<file path="config.mk">
export PLATFORM = sky130hd
export DESIGN_NAME = uart_frame_counter
export DESIGN_NICKNAME = d
export VERILOG_FILES = /design/src/rtl/uart_pkg.sv /design/src/rtl/uart_frame_counter.sv
export SDC_FILE = /design/constraint.sdc
export NUM_CORES = 1
export LEC_CHECK = 0
export ABC_AREA = 1
export BUFFER_PORTS_ARGS = -buffer_cell sky130_fd_sc_hd__buf_2
export CORE_UTILIZATION = 55
export DETAILED_ROUTE_END_ITERATION = 8
export PLACE_DENSITY = 0.81
export SYNTH_ARGS = -nofsm -noshare
export SYNTH_HDL_FRONTEND = slang
export SYNTH_SLANG_ARGS = --single-unit
</file>
<file path="constraint.sdc">
create_clock -name clock -period 2.72 [get_ports clock]
set_clock_uncertainty 0.1 [all_clocks]
set_input_delay 0.272 -clock clock [delete_from_list [all_inputs] [get_ports clock]]
set_output_delay 0.272 -clock clock [all_outputs]
set_load 0.03 [all_outputs]
</file>
<file path="src/rtl/uart_pkg.sv">
// uart_pkg: frame phase encoding and default data width shared by the UART blocks.
package uart_pkg;
    localparam int UART_MAX_DATA_BITS = 8;

    typedef enum logic [2:0] {
        IDLE   = 3'd0,
        START  = 3'd1,
        DATA   = 3'd2,
        PARITY = 3'd3,
        STOP   = 3'd4
    } phase_e;
endpackage

</file>
<file path="src/rtl/uart_frame_counter.sv">
// uart_frame_counter: steps through start, data, parity and stop fields on baud ticks.
module uart_frame_counter
    import uart_pkg::*;
#(
    parameter int MAX_DATA_BITS = UART_MAX_DATA_BITS,
    localparam int CNT_W = $clog2(MAX_DATA_BITS + 1)
) (
    input  logic             clock,
    input  logic             reset,
    input  logic             start,
    input  logic             abort,
    input  logic             tick_en,
    input  logic [CNT_W-1:0] cfg_data_bits,
    input  logic             cfg_parity_en,
    input  logic             cfg_stop2,
    output logic             busy,
    output phase_e           phase,
    output logic [CNT_W-1:0] bit_index,
    output logic             bit_done,
    output logic             data_done,
    output logic             frame_done
);
    localparam logic [CNT_W-1:0] MAX_DB = CNT_W'(MAX_DATA_BITS);

    phase_e           phase_n;
    logic [CNT_W-1:0] bit_index_n, data_bits, data_bits_n, cfg_clamped;
    logic             stop_cnt, stop_cnt_n, parity_en, parity_en_n, stop2, stop2_n;
    logic             busy_n, bit_done_n, data_done_n, frame_done_n;

    assign cfg_clamped = (cfg_data_bits == '0 || cfg_data_bits > MAX_DB) ? MAX_DB : cfg_data_bits;

    always_comb begin
        phase_n      = phase;
        bit_index_n  = bit_index;
        stop_cnt_n   = stop_cnt;
        data_bits_n  = data_bits;
        parity_en_n  = parity_en;
        stop2_n      = stop2;
        bit_done_n   = 1'b0;
        data_done_n  = 1'b0;
        frame_done_n = 1'b0;
        case (phase)
            IDLE: if (start) begin
                phase_n     = START;
                bit_index_n = '0;
                stop_cnt_n  = 1'b0;
                data_bits_n = cfg_clamped;
                parity_en_n = cfg_parity_en;
                stop2_n     = cfg_stop2;
            end
            START: if (tick_en) begin
                phase_n    = DATA;
                bit_done_n = 1'b1;
            end
            DATA: if (tick_en) begin
                bit_done_n  = 1'b1;
                data_done_n = 1'b1;
                phase_n     = (bit_index == data_bits - CNT_W'(1)) ? (parity_en ? PARITY : STOP) : DATA;
                bit_index_n = (bit_index == data_bits - CNT_W'(1)) ? '0 : bit_index + CNT_W'(1);
            end
            PARITY: if (tick_en) begin
                phase_n    = STOP;
                bit_done_n = 1'b1;
            end
            STOP: if (tick_en) begin
                bit_done_n   = 1'b1;
                stop_cnt_n   = stop2 && !stop_cnt;
                phase_n      = (stop2 && !stop_cnt) ? STOP : IDLE;
                frame_done_n = !(stop2 && !stop_cnt);
            end
            default: phase_n = IDLE;
        endcase
        // Abort cancels a frame in flight and suppresses any pulse from the same tick.
        if (abort && phase != IDLE) begin
            phase_n      = IDLE;
            bit_index_n  = '0;
            stop_cnt_n   = 1'b0;
            bit_done_n   = 1'b0;
            data_done_n  = 1'b0;
            frame_done_n = 1'b0;
        end
        busy_n = phase_n != IDLE;
    end

    always_ff @(posedge clock or posedge reset) begin
        if (reset) begin
            phase      <= IDLE;
            busy       <= 1'b0;
            bit_index  <= '0;
            stop_cnt   <= 1'b0;
            data_bits  <= MAX_DB;
            parity_en  <= 1'b0;
            stop2      <= 1'b0;
            bit_done   <= 1'b0;
            data_done  <= 1'b0;
            frame_done <= 1'b0;
        end else begin
            phase      <= phase_n;
            busy       <= busy_n;
            bit_index  <= bit_index_n;
            stop_cnt   <= stop_cnt_n;
            data_bits  <= data_bits_n;
            parity_en  <= parity_en_n;
            stop2      <= stop2_n;
            bit_done   <= bit_done_n;
            data_done  <= data_done_n;
            frame_done <= frame_done_n;
        end
    end
endmodule

</file>
======== Yosys cells after proc, flatten, opt, wreduce, memory -nomap -nowiden ========
Index checks and enable logic that the tools add are counted.
operators by class
  add/subtract/negate cells ............... 2
  order comparisons ....................... 1
  equal/unequal tests ..................... 8
  mux-type cells .......................... 28
  reduce and logical (&&, ||, !) cells .... 15
operators by type and width
  operator             number
  $mux 3               9
  $mux 4               5
  $pmux 3 s5           1
  $reduce_bool 3->1    4
  $mux 1               11
  $ne 3x3->1 const B   3
  $pmux 4 s2           1
  $eq 3x2->1 const B   2
  $reduce_and 3->1     2
  $add 4x1->4 const B  1
  $eq 4x4->1           1
  $gt 4x4->1 const B   1
  $logic_not 4->1      1
  $reduce_or 4->1      1
  $sub 4x1->4 const B  1
  $eq 3x1->1 const B   1
  $eq 3x3->1 const B   1
  $logic_not 3->1      1
  $logic_and 1x1->1    2
  $logic_not 1->1      2
  $pmux 1 s2           1
  $reduce_and 2->1     1
  $logic_or 1x1->1     1
word-level totals
  flip-flop bits (word level) ............. 18
  output and inout bits ................... 11
  word-level logic and storage cells ...... 64

======== Logic depth before layout (Yosys ltp) ========
Gate-level depths: netlist of the first run.
  depth after elaboration ................. 7
  mapped depth ............................ 13
  mapped depth without buffers ............ 13

======== Worst setup path before layout of the first run ========
OpenSTA, ideal clock, no wires.
  path kind ............................... reg2reg
  from .................................... reg data_bits[0]
  to ...................................... reg busy
  arrival ................................. 1303 ps
  path slack .............................. 1192 ps
  cell stages (with the launch flop) ...... 11
  buffers on the path ..................... 0
  cell sequence ........................... dfrtp_1 > inv_1 > ha_1 > xor2_1 > nand2_1 > nor2_4 > nand3_1 > nand2_1 > nand2_1 > nand2_1 > nand3_1
on the way
  word-level cells in the longest chain between the ends .. 7
ends and longest elaborated chain
  item                      line                       RTL
  start: declaration        uart_frame_counter.sv:26   logic [CNT_W-1:0] bit_index_n, data_bits, data_bits_n, cfg_clamped;
  start signal: assignment  uart_frame_counter.sv:102  data_bits <= data_bits_n;
  $sub 4x1->4               uart_frame_counter.sv:58   phase_n = (bit_index == data_bits - CNT_W'(1)) ? (parity_en ? PARITY : STOP) : DATA;
  $eq 4x4->1                uart_frame_counter.sv:58
  $mux 3                    uart_frame_counter.sv:58
  $mux 3                    uart_frame_counter.sv:55   DATA: if (tick_en) begin
  $pmux 3 s5                uart_frame_counter.sv:42   case (phase)
  $mux 3                    uart_frame_counter.sv:74   if (abort && phase != IDLE) begin
  $reduce_bool 3->1         uart_frame_counter.sv:82   busy_n = phase_n != IDLE;
  net busy_n                uart_frame_counter.sv:28   logic busy_n, bit_done_n, data_done_n, frame_done_n;
  end signal: assignment    uart_frame_counter.sv:99   busy <= busy_n;
  end: declaration          uart_frame_counter.sv:16   output logic busy,
The timed path passes the listed nets, and every way through them passes these cells.
A chain may end at the register's enable or synchronous reset.

======== Worst setup path after layout of the first run ========
Ends and elaborated chain as after synthesis.

==> run metrics, run 1 <==
gr usage total=about 22%; vias per cell=about 4.8; power per cell area=roughly 1000 nW/um2; FMAX=roughly 600 MHz; Layout fillers=148; Worst Hold Class=input pin to flip-flop; Max-Cap Viols=0; status=complete, no violations; initial drt markers=16; flop-to-flop setup slack=between 1000 and 1500 ps; global-route wire length before repair=about 3300 um; GP Congestion=about 0.90; pin count of the biggest net entering global routing=19; setup_tns=0 ps; Final ANT Viol Nets=0; Worst-Margin Slew=about 660 ps; post-synthesis compound-gate area fraction=8.78%; gr ovfl total=0; worst vdd ir=0.000536 V; worst skew pair latency=290 ps; via count=889; max-slew violation count=0; Yosys cell types=23; clk buf depth=2; commonest non-fill, non-tap cell in the layout=nand2_1; Synth Area in XOR/XNOR=2.56%; Starting Density=around three fifths; cts bufs inserted=3; normalized max-slew margin=a little under three fifths; CP Data Arrival Time=1760 ps; highest-count cells in the layout ignoring fill and taps=34 x nand2_1, 28 x inv_1, 21 x buf_2; Mapped Nets=between 100 and 150; CORE AREA=1750 um2; CTS tree=done; antenna violations before repair=0; CP endpoint kind=flip-flop; Synth Instances=135; Final min period=approximately 1700 ps; Critical Path RT=2810 ps; DP HPWL=between 1500 and 2000 um; Hold Slack=between 40 and 50 ps; Die H=between 40 and 50 um; yosys warns=0; Synth Area in Adders=around 2.4%; Post-CTS Hold Buffers=1; # DRC=0; Worst Hold Launch=abort; synthesized flop and latch total=18; Synth Cell Area=1030 um2; number of global-route vias before repair=780; Simple-Gate Fraction of Synth Area=29.8%; Ports=22; synthesis-to-finish area growth=15.7%; Antenna diodes=0; # nets final=around 170; total power=1.18 mW; post-CTS setup repair buffer count=0; Clk Tree Root Cell=clkbuf_4; Die W=~45 um; Leak=0.679 nW; drt pass-1 iters=4; share of async-settable or async-resettable flops after synthesis=100%; share of cells above drive strength 1=around 23%; ys flop type=dfrtp_1; reg2reg start=data_bits[0]; Worst Hold End=frame_done; kind of critical path=flip-flop to flip-flop; Avg WL per Cell=roughly 11 um; critical path startpoint category=flip-flop; htree depth=1; RR Endpoint=busy; final core occ=about two thirds; Mapped Avg Cell Area=around 7.6 um2; RSZ-0062 raised after global routing=false; CTS-repair resized insts=0; Tcrit/Tclk final=61.5%; final setup vio count=0; clock slew at reported path FFs=approximately 110 ps; Hold Vio Cnt, Final=0; worst hold stages=2; post-synthesis mux area share=0%; Total Wirelength=a little under 2000 um; reg2reg path depth=10; crit path max fanout=4; # clock sinks=18; row cnt=15; number of synthesized flops with an enable pin=0; Seq/Total Area, Yosys=around 44%; Die ar.=2040 um2; largest family of logic cells by synthesized area=simple AND/OR/NAND/NOR gates; PortBufs=21
## worst max-delay path by stage
| stage | start | to | slack (ps) | depth (start not counted) |
|---|---|---|---|---|
| 3_3_place_gp | data_bits[0] | busy | 1150 | 10 |
| 6_report | data_bits[0] | busy | 1050 | 10 |
| 3_5_place_dp | data_bits[0] | busy | 1070 | 10 |
| 2_1_floorplan | data_bits[0] | busy | 1190 | 10 |
| 5_1_grt | data_bits[0] | busy | 920 | 13 |
| 4_1_cts | data_bits[0] | busy | 1060 | 10 |
## logic make-up (layout without fill, tap and decap cells)
group	count (synthesis)	in the layout
adders and majority gates	2	2
xor gates and xnor gates	3	3
buffers and inverters	32	57
AOI/OAI and AO/OA	16	16
and+or+nand+nor	64	64
DFF	18	18
## worst max-delay path, stage by stage (launching register included)
cell and delay (ps):
dfrtp_1 390, inv_1 120, ha_1 260, xor2_1 130, nand2_1 100, nor2_4 150
nand3_1 80, nand2_1 60, nand2_1 40, nand2_1 70, nand3_1 70
## stage by stage
stage	instances	setup slack (ps)	cell area, um2
floorplan	135	1190	1030
global placement	180	1150	1150
detailed placement	180	1070	1150
CTS	185	1060	1190
global route	185	917	1190
finish	185	1050	1190
## state kept, by name, indices dropped and copies added (netlist names)
| register | count |
|---|---|
| parity_en | 1 |
| busy | 1 |
| data_done | 1 |
| stop2 | 1 |
| bit_index | 4 |
| phase | 3 |
| bit_done | 1 |
| frame_done | 1 |
| stop_cnt | 1 |
| data_bits | 4 |
## power by group
part / internal, mW / switching [mW]
Sequential: 0.359 / 0.0634
Clock: 0.0570 / 0.0824
Combinational: 0.196 / 0.418
## layer usage
| layer | track usage, % | vias to the layer above | share of wire (%) |
|---|---|---|---|
| met4 | 5.45 | 0 | 0.92 |
| met2 | 35.4 | 26 | 47 |
| met1 | 30.9 | 388 | 47 |
| li1 | - | 471 | - |
| met5 | 0 | - | 0 |
| met3 | 4.80 | 4 | 4.5 |
## area by class of cell
| cell class | count | area [um2] | share of cell area (%) |
|---|---|---|---|
| clock buffers | 4 | 26.3 | 2.21 |
| inverters | 31 | 116 | 9.80 |
| multi-input cells | 85 | 447 | 37.6 |
| flip-flops and latches | 18 | 452 | 38.0 |
| well taps | 25 | 31.3 | 2.63 |
| repair buffers | 22 | 115 | 9.69 |
## synthesized netlist by cell type (2+ instances only)
library cell / n / area share, %
inv_1: 28 / 10
o21ai_0: 7 / 3.4
a21oi_1: 4 / 2.0
inv_2: 3 / 1.1
nand4_1: 2 / 1.2
o22ai_1: 2 / 1.2
nor2_2: 2 / 1.2
nand2_1: 34 / 12
dfrtp_1: 17 / 41
nor3_1: 3 / 1.5
nor2_1: 3 / 1.1
xor2_1: 2 / 1.7
nor2_4: 3 / 3.3
nand3_1: 14 / 6.8
ha_1: 2 / 2.4
nand2_2: 2 / 1.2
No activity file was read; power rests on OpenSTA's default activity.
==> run 2, diff against run 1 <==
--- a/config.mk
+++ b/config.mk
@@ -7,9 +7,9 @@
 export LEC_CHECK = 0
 export ABC_AREA = 1
 export BUFFER_PORTS_ARGS = -buffer_cell sky130_fd_sc_hd__buf_2
-export CORE_UTILIZATION = 55
+export CORE_UTILIZATION = 52
 export DETAILED_ROUTE_END_ITERATION = 8
-export PLACE_DENSITY = 0.81
+export PLACE_DENSITY = 0.78
 export SYNTH_ARGS = -nofsm -noshare
 export SYNTH_HDL_FRONTEND = slang
 export SYNTH_SLANG_ARGS = --single-unit
==> constraint.sdc (replaced) <==
create_clock -name clock -period 1.6 [get_ports clock]
set_clock_uncertainty 0.1 [all_clocks]
set_input_delay 0.16 -clock clock [delete_from_list [all_inputs] [get_ports clock]]
set_output_delay 0.16 -clock clock [all_outputs]
set_load 0.03 [all_outputs]
==> run metrics, run 2 (synthesized netlist as in run 1, its figures left out) <==
vias per cell=4.97 (+3.4%); CP Data Arrival Time=1730 ps (-30 ps); crit path max fanout=3 (-1); Clock Power Share=10.6% (-1.3 points); CP max-delay cell=dfrtp_1; # DRC=0 (unchanged); reg2reg start=data_bits[0]; Max-Cap Viols=0 (unchanged); Antenna diodes=0 (unchanged); RR Endpoint=busy; worst vdd ir=0.000885 V (+65%); Psw=1.06 mW (+88%); Worst-Margin Slew=675 ps (+17.5 ps); max-slew violation count=0 (unchanged); Die ar.=2150 um2 (+5.5%); FMAX=608 MHz (+1.8%); # clock sinks=18 (unchanged); CP peak stage delay=370 ps (-20 ps); final core occ=73.8% (+5.8 points); sw frac=47.2% (-0.77 points); reg2reg path depth=10 (unchanged); clk buf depth=2 (unchanged); PortBufs=21 (unchanged); share of cells above drive strength 1=32.2% (+9.0 points); multi-input logic area=482 um2 (+7.8%); gr ovfl total=0 (unchanged); Tcrit/Tclk final=103% (+41 points); Metal-1 WL=979 um (+6.1%); initial drt markers=22 (+6); cts bufs inserted=3 (unchanged); Layout fillers=145 (-2.0%); global-route wire length before repair=3640 um (+11%); via count=974 (+9.6%); GP Congestion=0.909 (+1.5%); row cnt=15 (unchanged); met2 WL post-DR=1120 um (+22%); Worst Hold Class=input pin to flip-flop; worst skew pair latency=290 ps (about the same); setup_tns=-115 ps (-115 ps); commonest non-fill, non-tap cell in the layout=nand2_1; worst setup margin=-44.9 ps (-1090 ps); kind of critical path=flip-flop to flip-flop; CP endpoint kind=flip-flop; Leak=0.739 nW (+8.9%); WL met3=78 um (-10%); antenna violations before repair=0 (unchanged); Combinational Power Share=57.9% (+5.7 points); Total Wirelength=2200 um (+13%); failing checks=negative setup slack; Die H=46.4 um (+2.7%); Final ANT Viol Nets=0 (unchanged); total power=2.25 mW (+91%); Hold Vio Cnt, Final=0 (unchanged); # nets final=185 (+6.3%); flop-to-flop setup slack=-40 ps (-1090 ps); crit path cell chain=inv_2 -> ha_4 -> xor2_1 -> nand2_1 -> nor2_4 -> nand3_2 -> nand2_2 -> nand2_2 -> nand2_1 -> nand3_2; CP Launch Point=data_bits[0]; DP HPWL=1580 um (+4.2%); number of global-route vias before repair=924 (+18%); drt pass-1 iters=8 (+4); normalized max-slew margin=54.9% (-1.2 points); Die W=46.4 um (+2.7%); pin count of the biggest net entering global routing=19 (unchanged); CORE AREA=1780 um2 (+2.2%); synthesis-to-finish area growth=28.3%; Critical Path RT=1690 ps (-1120 ps); power per cell area=1710 nW/um2 (+73%); RSZ-0062 raised after global routing=true; htree depth=1 (unchanged); CTS tree=done; worst setup path end=busy; final setup vio count=7 (+7); clock slew at reported path FFs=110 ps (about the same); highest-count cells in the layout ignoring fill and taps=29 x nand2_1, 26 x inv_1, 21 x buf_2; Ports=22 (unchanged); top flop regs=bit_index: 4 flops, data_bits: 4 flops, phase: 3 flops; critical path startpoint category=flip-flop; Clk Tree Root Cell=clkbuf_4; Final min period=1640 ps (-29.1 ps); Register Area=452 um2 (unchanged); Avg WL per Cell=11.2 um (+6.9%); sequential share of power=31.5% (-4.4 points); status=finished, violations left; highest metal used=met4; Int Pwr=1.19 mW (+94%); gr usage total=24.0% (+1.7 points); Starting Density=57.5% (-1.2 points)
==> run 2: final cells by class <==
| type | count | share of cell area (%) |
|---|---|---|
| multi-input cells | 85 | 36.6 |
| well taps | 25 | 2.38 |
| repair buffers | 33 | 15.9 |
| flip-flops and latches | 18 | 34.3 |
| clock buffers | 4 | 2.00 |
| inverters | 31 | 8.84 |
==> run 2: timing repair <==
action                                 in CTS  in global routing
endpoints found under the hold margin      20                  0
buffers inserted                            1                  5
hold buffers                                4                  0
resized for setup                           8                  4
pin swaps                                   5                  7
setup endpoints to repair                   2                  6
==> run 2: per-layer routing <==
metal	global-route usage, %	vias to the layer above
li1	-	493
met1	28.2	449
met2	41.7	28
met3	4.31	4
met4	10.6	0
met5	0	-
==> run 2: power by group through the flow <==
stage	Combinational (mW)	Clock (mW)	Sequential (mW)
3_3_place_gp	1.05	0	0.712
2_1_floorplan	0.724	0	0.828
5_1_grt	1.45	0.255	0.727
3_5_place_dp	1.10	0	0.712
6_report	1.30	0.238	0.709
4_1_cts	1.19	0.242	0.706
==> run 2: how the worst min path moves through the flow <==
stage	from	endpoint	slack, ps	cells after the start
detailed placement	reset	bit_index[0]	190	2
CTS	cfg_data_bits[2]	data_bits[2]	20	3
floorplan	reset	bit_done	-2	1
finish	cfg_data_bits[2]	data_bits[2]	20	3
global placement	reset	bit_index[0]	180	2
global route	cfg_data_bits[0]	data_bits[0]	50	3
==> run 2: critical path: cells and delay by family (launching register included) <==
kind,cells,cell delay [ps]
DFF,1,370
xor gates and xnor gates,1,140
and+or+nand+nor,7,630
buffers and inverters,1,60
adders and majority gates,1,260
==> run 2: per-stage QoR <==
stage                     std cells  instance area [um2]  hold WS, ps  worst slack (ps)
after global placement          182                 1170          175              60.4
final                           196                 1320         24.0             -44.9
after global routing            196                 1320         49.1              -134
after CTS                       191                 1260         20.7              4.56
after detailed placement        182                 1170          190             -3.88
after floorplan                 135                 1030        -2.16              72.2
